## config.mk

```make
export PLATFORM = sky130hd
export DESIGN_NAME = bypass_rd_rsp_tracker
export DESIGN_NICKNAME = d
export VERILOG_FILES = /design/src/rtl/bypass_rd_rsp_tracker.sv
export SDC_FILE = /design/constraint.sdc
export NUM_CORES = 2
export LEC_CHECK = 0
export BUFFER_PORTS_ARGS = -buffer_cell sky130_fd_sc_hd__buf_4
export CAP_MARGIN = 0
export CORE_AREA = 2 2 509 511
export DETAILED_ROUTE_END_ITERATION = 10
export DIE_AREA = 0 0 511 513
export HOLD_SLACK_MARGIN = 0.15
export PLACE_DENSITY = 0.43
export SYNTH_ARGS = -nofsm -noshare
export SYNTH_HDL_FRONTEND = slang
export SYNTH_SLANG_ARGS = --single-unit
```

## constraint.sdc

```tcl
create_clock -name aclk -period 4.9 [get_ports aclk]
set_input_delay 0.49 -clock aclk [delete_from_list [all_inputs] [get_ports aclk]]
set_output_delay 0.49 -clock aclk [all_outputs]
set_load 0.1 [all_outputs]
```

## src/rtl/bypass_rd_rsp_tracker.sv

```systemverilog
// Bypass read-response tracker: forwards rq_rd requests, remembers them, and matches tagged user
// read-response beats to the oldest one. Define BYPASS_RSP_KEEP_MASK_EN to trim tkeep on final beats.
module bypass_rd_rsp_tracker #(
    parameter int DATA_BITS = 512,
    parameter int VFID_BITS = 4,
    parameter int DEST_BITS = 4,
    parameter int LEN_BITS  = 28,
    parameter int DEPTH     = 16
) (
    input  logic                     aclk,
    input  logic                     areset,
    input  logic                     s_rq_valid,
    output logic                     s_rq_ready,
    input  logic [VFID_BITS-1:0]     s_rq_vfid,
    input  logic [LEN_BITS-1:0]      s_rq_len,
    input  logic [DEST_BITS-1:0]     s_rq_dest,
    output logic                     m_rq_valid,
    input  logic                     m_rq_ready,
    output logic [VFID_BITS-1:0]     m_rq_vfid,
    output logic [LEN_BITS-1:0]      m_rq_len,
    output logic [DEST_BITS-1:0]     m_rq_dest,
    input  logic                     s_axis_tvalid,
    output logic                     s_axis_tready,
    input  logic [DATA_BITS-1:0]     s_axis_tdata,
    input  logic [DATA_BITS/8-1:0]   s_axis_tkeep,
    input  logic                     s_axis_tlast,
    input  logic [VFID_BITS-1:0]     s_axis_tid,
    input  logic [DEST_BITS-1:0]     s_axis_tdest,
    output logic                     m_axis_tvalid,
    input  logic                     m_axis_tready,
    output logic [DATA_BITS-1:0]     m_axis_tdata,
    output logic [DATA_BITS/8-1:0]   m_axis_tkeep,
    output logic                     m_axis_tlast,
    output logic [$clog2(DEPTH):0]   outstanding,
    output logic [31:0]              drop_cnt,
    output logic [31:0]              short_cnt
);
    // state  | meaning
    // IDLE   | no head loaded; pops the oldest request when the FIFO is non-empty
    // STREAM | head loaded; matching beats forwarded, mismatching tid diverts to DROP
    // DROP   | discarding beats until user tlast; resumes STREAM if a head is still loaded

    localparam int BPB       = DATA_BITS / 8;
    localparam int OFF_BITS  = $clog2(BPB);
    localparam int BEAT_BITS = LEN_BITS + 1 - OFF_BITS;
    localparam int PTR_BITS  = $clog2(DEPTH);
    localparam int CNT_BITS  = PTR_BITS + 1;

    typedef enum logic [1:0] {IDLE, STREAM, DROP} state_t;

    state_t                 state, state_nxt;
    logic [PTR_BITS-1:0]    wr_ptr, rd_ptr;
    logic [CNT_BITS-1:0]    count;
    logic                   full, empty, rq_ok, push, pop;
    logic [BEAT_BITS-1:0]   rq_beats;
    logic [VFID_BITS-1:0]   fifo_vfid  [DEPTH];
    logic [BEAT_BITS-1:0]   fifo_beats [DEPTH];
    logic                   hvalid;
    logic [VFID_BITS-1:0]   hvfid;
    logic [BEAT_BITS-1:0]   rem;
    logic                   beat, tid_ok, fwd, drop, last_beat, retire, short_rsp;
    logic [BPB-1:0]         keep_out;
    logic                   unused_tdest;

    assign unused_tdest = ^s_axis_tdest;

    assign full  = (count == CNT_BITS'(DEPTH));
    assign empty = (count == '0);

    // Zero-length requests never occupy a slot, so they bypass the full check.
    assign rq_ok      = !full || (s_rq_len == '0);
    assign m_rq_valid = !areset && s_rq_valid && rq_ok;
    assign s_rq_ready = !areset && m_rq_ready && rq_ok;
    assign m_rq_vfid  = s_rq_vfid;
    assign m_rq_len   = s_rq_len;
    assign m_rq_dest  = s_rq_dest;

    assign push     = s_rq_valid && s_rq_ready && (s_rq_len != '0);
    assign rq_beats = BEAT_BITS'(({1'b0, s_rq_len} + (LEN_BITS+1)'(BPB - 1)) >> OFF_BITS);

    always_ff @(posedge aclk) begin
        if (areset) begin
            wr_ptr <= '0;
            rd_ptr <= '0;
            count  <= '0;
        end else begin
            if (push) wr_ptr <= wr_ptr + 1'b1;
            if (pop)  rd_ptr <= rd_ptr + 1'b1;
            case ({push, pop})
                2'b10:   count <= count + 1'b1;
                2'b01:   count <= count - 1'b1;
                default: ;
            endcase
        end
    end

    always_ff @(posedge aclk) begin
        if (push) begin
            fifo_vfid[wr_ptr]  <= s_rq_vfid;
            fifo_beats[wr_ptr] <= rq_beats;
        end
    end

    assign beat      = s_axis_tvalid && s_axis_tready;
    assign tid_ok    = (s_axis_tid == hvfid);
    assign fwd       = beat && (state == STREAM) && tid_ok;
    assign drop      = beat && ((state == DROP) || ((state == STREAM) && !tid_ok));
    assign last_beat = (rem == BEAT_BITS'(1));
    assign retire    = fwd && (last_beat || s_axis_tlast);
    assign short_rsp = fwd && s_axis_tlast && !last_beat;

    always_ff @(posedge aclk) begin
        if (areset) state <= IDLE;
        else        state <= state_nxt;
    end

    always_comb begin
        state_nxt = state;
        case (state)
            IDLE:   if (!empty) state_nxt = STREAM;
            STREAM: begin
                if (fwd) begin
                    if (last_beat && !s_axis_tlast)       state_nxt = DROP;
                    else if (last_beat || s_axis_tlast)   state_nxt = IDLE;
                end else if (drop && !s_axis_tlast) begin
                    // a lone mismatching tlast beat ends its own packet, nothing left to skip
                    state_nxt = DROP;
                end
            end
            DROP:   if (beat && s_axis_tlast) state_nxt = hvalid ? STREAM : IDLE;
            default: state_nxt = IDLE;
        endcase
    end

    always_comb begin
        s_axis_tready = 1'b0;
        pop           = 1'b0;
        case (state)
            IDLE:    pop = !empty;
            STREAM:  s_axis_tready = !m_axis_tvalid || m_axis_tready;
            DROP:    s_axis_tready = 1'b1;
            default: ;
        endcase
    end

    always_ff @(posedge aclk) begin
        if (areset)      hvalid <= 1'b0;
        else if (pop)    hvalid <= 1'b1;
        else if (retire) hvalid <= 1'b0;
    end

    always_ff @(posedge aclk) begin
        if (areset) begin
            hvfid <= '0;
            rem   <= '0;
        end else if (pop) begin
            hvfid <= fifo_vfid[rd_ptr];
            rem   <= fifo_beats[rd_ptr];
        end else if (fwd) begin
            rem   <= rem - 1'b1;
        end
    end

`ifdef BYPASS_RSP_KEEP_MASK_EN
    logic [OFF_BITS-1:0] fifo_lo [DEPTH];
    logic [OFF_BITS-1:0] hlo;
    logic [BPB-1:0]      keep_ones, tail_mask;

    always_ff @(posedge aclk) begin
        if (push) fifo_lo[wr_ptr] <= s_rq_len[OFF_BITS-1:0];
    end

    always_ff @(posedge aclk) begin
        if (areset)   hlo <= '0;
        else if (pop) hlo <= fifo_lo[rd_ptr];
    end

    assign keep_ones = '1;
    assign tail_mask = (hlo == '0) ? keep_ones : ~(keep_ones << hlo);
    assign keep_out  = last_beat ? tail_mask : s_axis_tkeep;
`else
    assign keep_out  = s_axis_tkeep;
`endif

    always_ff @(posedge aclk) begin
        if (areset) begin
            m_axis_tvalid <= 1'b0;
            m_axis_tdata  <= '0;
            m_axis_tkeep  <= '0;
            m_axis_tlast  <= 1'b0;
        end else if (fwd) begin
            m_axis_tvalid <= 1'b1;
            m_axis_tdata  <= s_axis_tdata;
            m_axis_tkeep  <= keep_out;
            m_axis_tlast  <= last_beat || s_axis_tlast;
        end else if (m_axis_tready) begin
            m_axis_tvalid <= 1'b0;
        end
    end

    always_ff @(posedge aclk) begin
        if (areset) begin
            drop_cnt  <= '0;
            short_cnt <= '0;
        end else begin
            if (drop && (drop_cnt != '1))       drop_cnt  <= drop_cnt + 32'd1;
            if (short_rsp && (short_cnt != '1)) short_cnt <= short_cnt + 32'd1;
        end
    end

    assign outstanding = count + CNT_BITS'(hvalid);

endmodule
```

==> summary.txt <==
Timing
  • Slew Limit Headroom: 7.85%
  • Unrepaired setup endpoints after global routing: no
  • Clock Skew: 64.5 ps
  • Min cycle time layout: 3880 ps
  • Max-slew violation count: 0
  • Final hold viol count: 0
  • Worst Tran Pin Value: 1370 ps
  • Final worst slack: 1020 ps
  • Fin crit share: 79.2%
  • Final TNS setup: 0 ps
  • F_max: 0.258 GHz
  • # setup viols final: 0

Drt
  • Vias: 38,200
  • Remaining DRCs: 0
  • DR vias/cell: 4.10
  • First-pass DRT Iterations: 5
  • DRT antenna net count: 0
  • Final wirelength: 257,000 um
  • DRT iter0 DRCs: 2,889
  • WL per Instance: 27.6 um

Synthesis
  • Ys flop type: dfxtp_1
  • Post-Syn Area per Cell: 10.7 um2
  • Synth Instances: 3,957
  • Post-synth EDFFs: 432
  • Synth async-reset ratio: 0%
  • Syn_nets: 4,603
  • Yosys reg bits: 1,121
  • Yosys cell types: 68
  • Sequential share of the synthesized area: 63.0%
  • Synthesized area: 42,500 um2
  • Syn. warnings: 0

Critical path
  • Max incr delay on CP: 600 ps
  • CP Buf/Inv Count: 3
  • CP most frequent cell: buf_4
  • Crit path required time: 4410 ps
  • Crit path DAT: 3390 ps
  • Reg-to-Reg End: m_axis_tdata[277]
  • R2R Path Start: state[0]
  • Worst path cell trace: buf_4, or4_1, nor4bb_2, buf_4, nand2_1, a31o_2, nor2_1, buf_4
  • Worst R2R Path Depth: 10
  • Critical Path Start Type: primary input
  • Setup CP Type: in -> out
  • Crit-path slowest cell: or4_1
  • Top delay family on crit path: simple AND/OR/NAND/NOR gates
  • Critical path peak fanout: 4
  • Critical Path Sink Type: primary output
  • Worst reg-to-reg setup slack: 1110 ps

Min path
  • Class of the most critical hold timing path: in -> reg
  • Hold path depth: 3
  • Min-delay src: s_rq_len[27]
  • Hold EP: fifo_beats[8][21]

CTS
  • Hold Buf Count CTS: 584
  • CTS tree: built
  • Skew-Pair Late Insertion Delay: 820 ps
  • Clk slew on worst S/H paths: 60 ps
  • CTS root buffer: clkbuf_16
  • # H-tree levels: 4
  • CTS buffer count: 144
  • CTS max path bufs: 3
  • Post-cts sizing count: 0
  • Setup bufs post-CTS: 0
  • Clock sink count: 1,121

Run
  • Max cap viols: 0

Finish
  • Commonest non-fill, non-tap cell in the layout: buf_4
  • Final net count: 6,413
  • Most frequent cells in the layout: buf_4, nand2_1, dfxtp_1
  • Area growth from synthesis to layout: 57.5%
  • Final cell count without fillers: 9,311
  • Layout cells sized above 1: 30.0%

Floorplan
  • Die area: 262,000 um2
  • Die Width: 511 um
  • Core area: 256,000 um2
  • Initial core utilization: 16.6%
  • Site Rows: 186
  • Ports: 1,313
  • Die height: 513 um

Pwr
  • Worst VDD drop: 0.000348 V
  • PwrDens: 377 nW/um2
  • Leakage: 0.0244 uW

Outcome
  • Status: complete, no violations

Placed design
  • Detailed Place HPWL: 201,000 um
  • Dpl cells: 8,418
  • GPL Wtd Cong: 0.935
  • Place WS: 756 ps
  • Port buffer count: 1,300

Global route
  • Total global-route track usage: 18.8%
  • Pin count of the biggest net entering global routing: 155
  • Grt ovf: 0
  • First-pass GRT wire length: 337,000 um
  • Initial antenna violation count: 151
  • Number of global-route vias before repair: 37,600
[synth_stat cells, types with 35 or more instances]
cell      count  area share, %
edfxtp_1    432             31
nand3_1      36           0.42
buf_4        36           0.64
nand2_1    1208             11
nor2_1      118            1.0
buf_2        66           0.78
clkbuf_1    179            1.6
nor3_1       35           0.41
a21oi_1     614            7.2
xnor2_1      68            1.4
dfxtp_1     689             32
mux4_2      128            6.8
[stage by stage]
stage	utilization, %	total power (uW)	hold slack (ps)	instance area, um2
2_1_floorplan	-	12600	475	42500
3_3_place_gp	21.9	13900	443	56000
3_5_place_dp	21.9	13900	447	56000
4_1_cts	26.1	25700	159	66800
5_1_grt	26.1	26300	172	66800
6_report	26.1	25200	224	66900
[layout make-up]
class / instances / area [um2]
inverter: 24 / 90.1
clock inverter: 60 / 892
timing repair buffer: 1961 / 16400
antenna: 40 / 100
multi-input combinational: 2515 / 14300
tap: 3384 / 4230
sequential: 1121 / 26800
clock buffer: 206 / 4030
fill: 27500 / 189000
[worst max-delay path by stage]
stage | depth (start not counted) | end | slack [ps] | start
global route | 10 | m_axis_tdata[343] | 920 | state[0]
detailed placement | 16 | count[4] | 760 | s_rq_len[4]
CTS | 8 | s_rq_ready | 1000 | s_rq_len[4]
finish | 8 | s_rq_ready | 1020 | s_rq_len[4]
floorplan | 6 | fifo_beats[3][0] | 1050 | count[1]
global placement | 16 | count[4] | 590 | s_rq_len[4]
[state kept, by name, summed over array words and instances (netlist names), 4 cells and up, named ones only]
signal,count
m_axis_tdata,512
fifo_beats,368
fifo_vfid,64
m_axis_tkeep,64
drop_cnt,32
short_cnt,32
rem,23
count,5
hvfid,4
rd_ptr,4
wr_ptr,4
[per-layer routing]
metal	share of wire (%)	global-route usage, %	up-vias
li1	-	-	17400
met5	0.026	0	-
met1	40	22.3	18900
met3	6.2	4.58	397
met4	2.7	4.81	10
met2	51	33.8	1440
[power by group]
group / switching, uW / leakage, uW / total, uW / internal [uW]
registers: 263 / 0.00945 / 10100 / 9860
logic: 2240 / 0.0126 / 4040 / 1800
clock network: 4660 / 0.00236 / 11100 / 6410
[kinds of logic (layout without fill, tap and decap cells)]
family | after synthesis | count (layout) | synth area share (%)
buf+inv | 321 | 2251 | 3.35
other cells | 0 | 40 | 0
compound gates | 709 | 709 | 8.91
fa+ha+maj | 19 | 19 | 0.560
flops | 1121 | 1121 | 63.0
mux | 132 | 132 | 6.88
simple gates | 1557 | 1557 | 15.2
xor+xnor | 98 | 98 | 2.02
[worst register-to-register path: stages, from the launching register on]
cell and delay, ps:
dfxtp_1 380, inv_1 80, ha_1 310, and2_1 360
o211a_2 460, nand2_4 560, buf_12 520, buf_4 300
nand2_1 90, a21oi_1 60, dlygate4sd3_1 570
No activity file was read; power rests on OpenSTA's default activity.
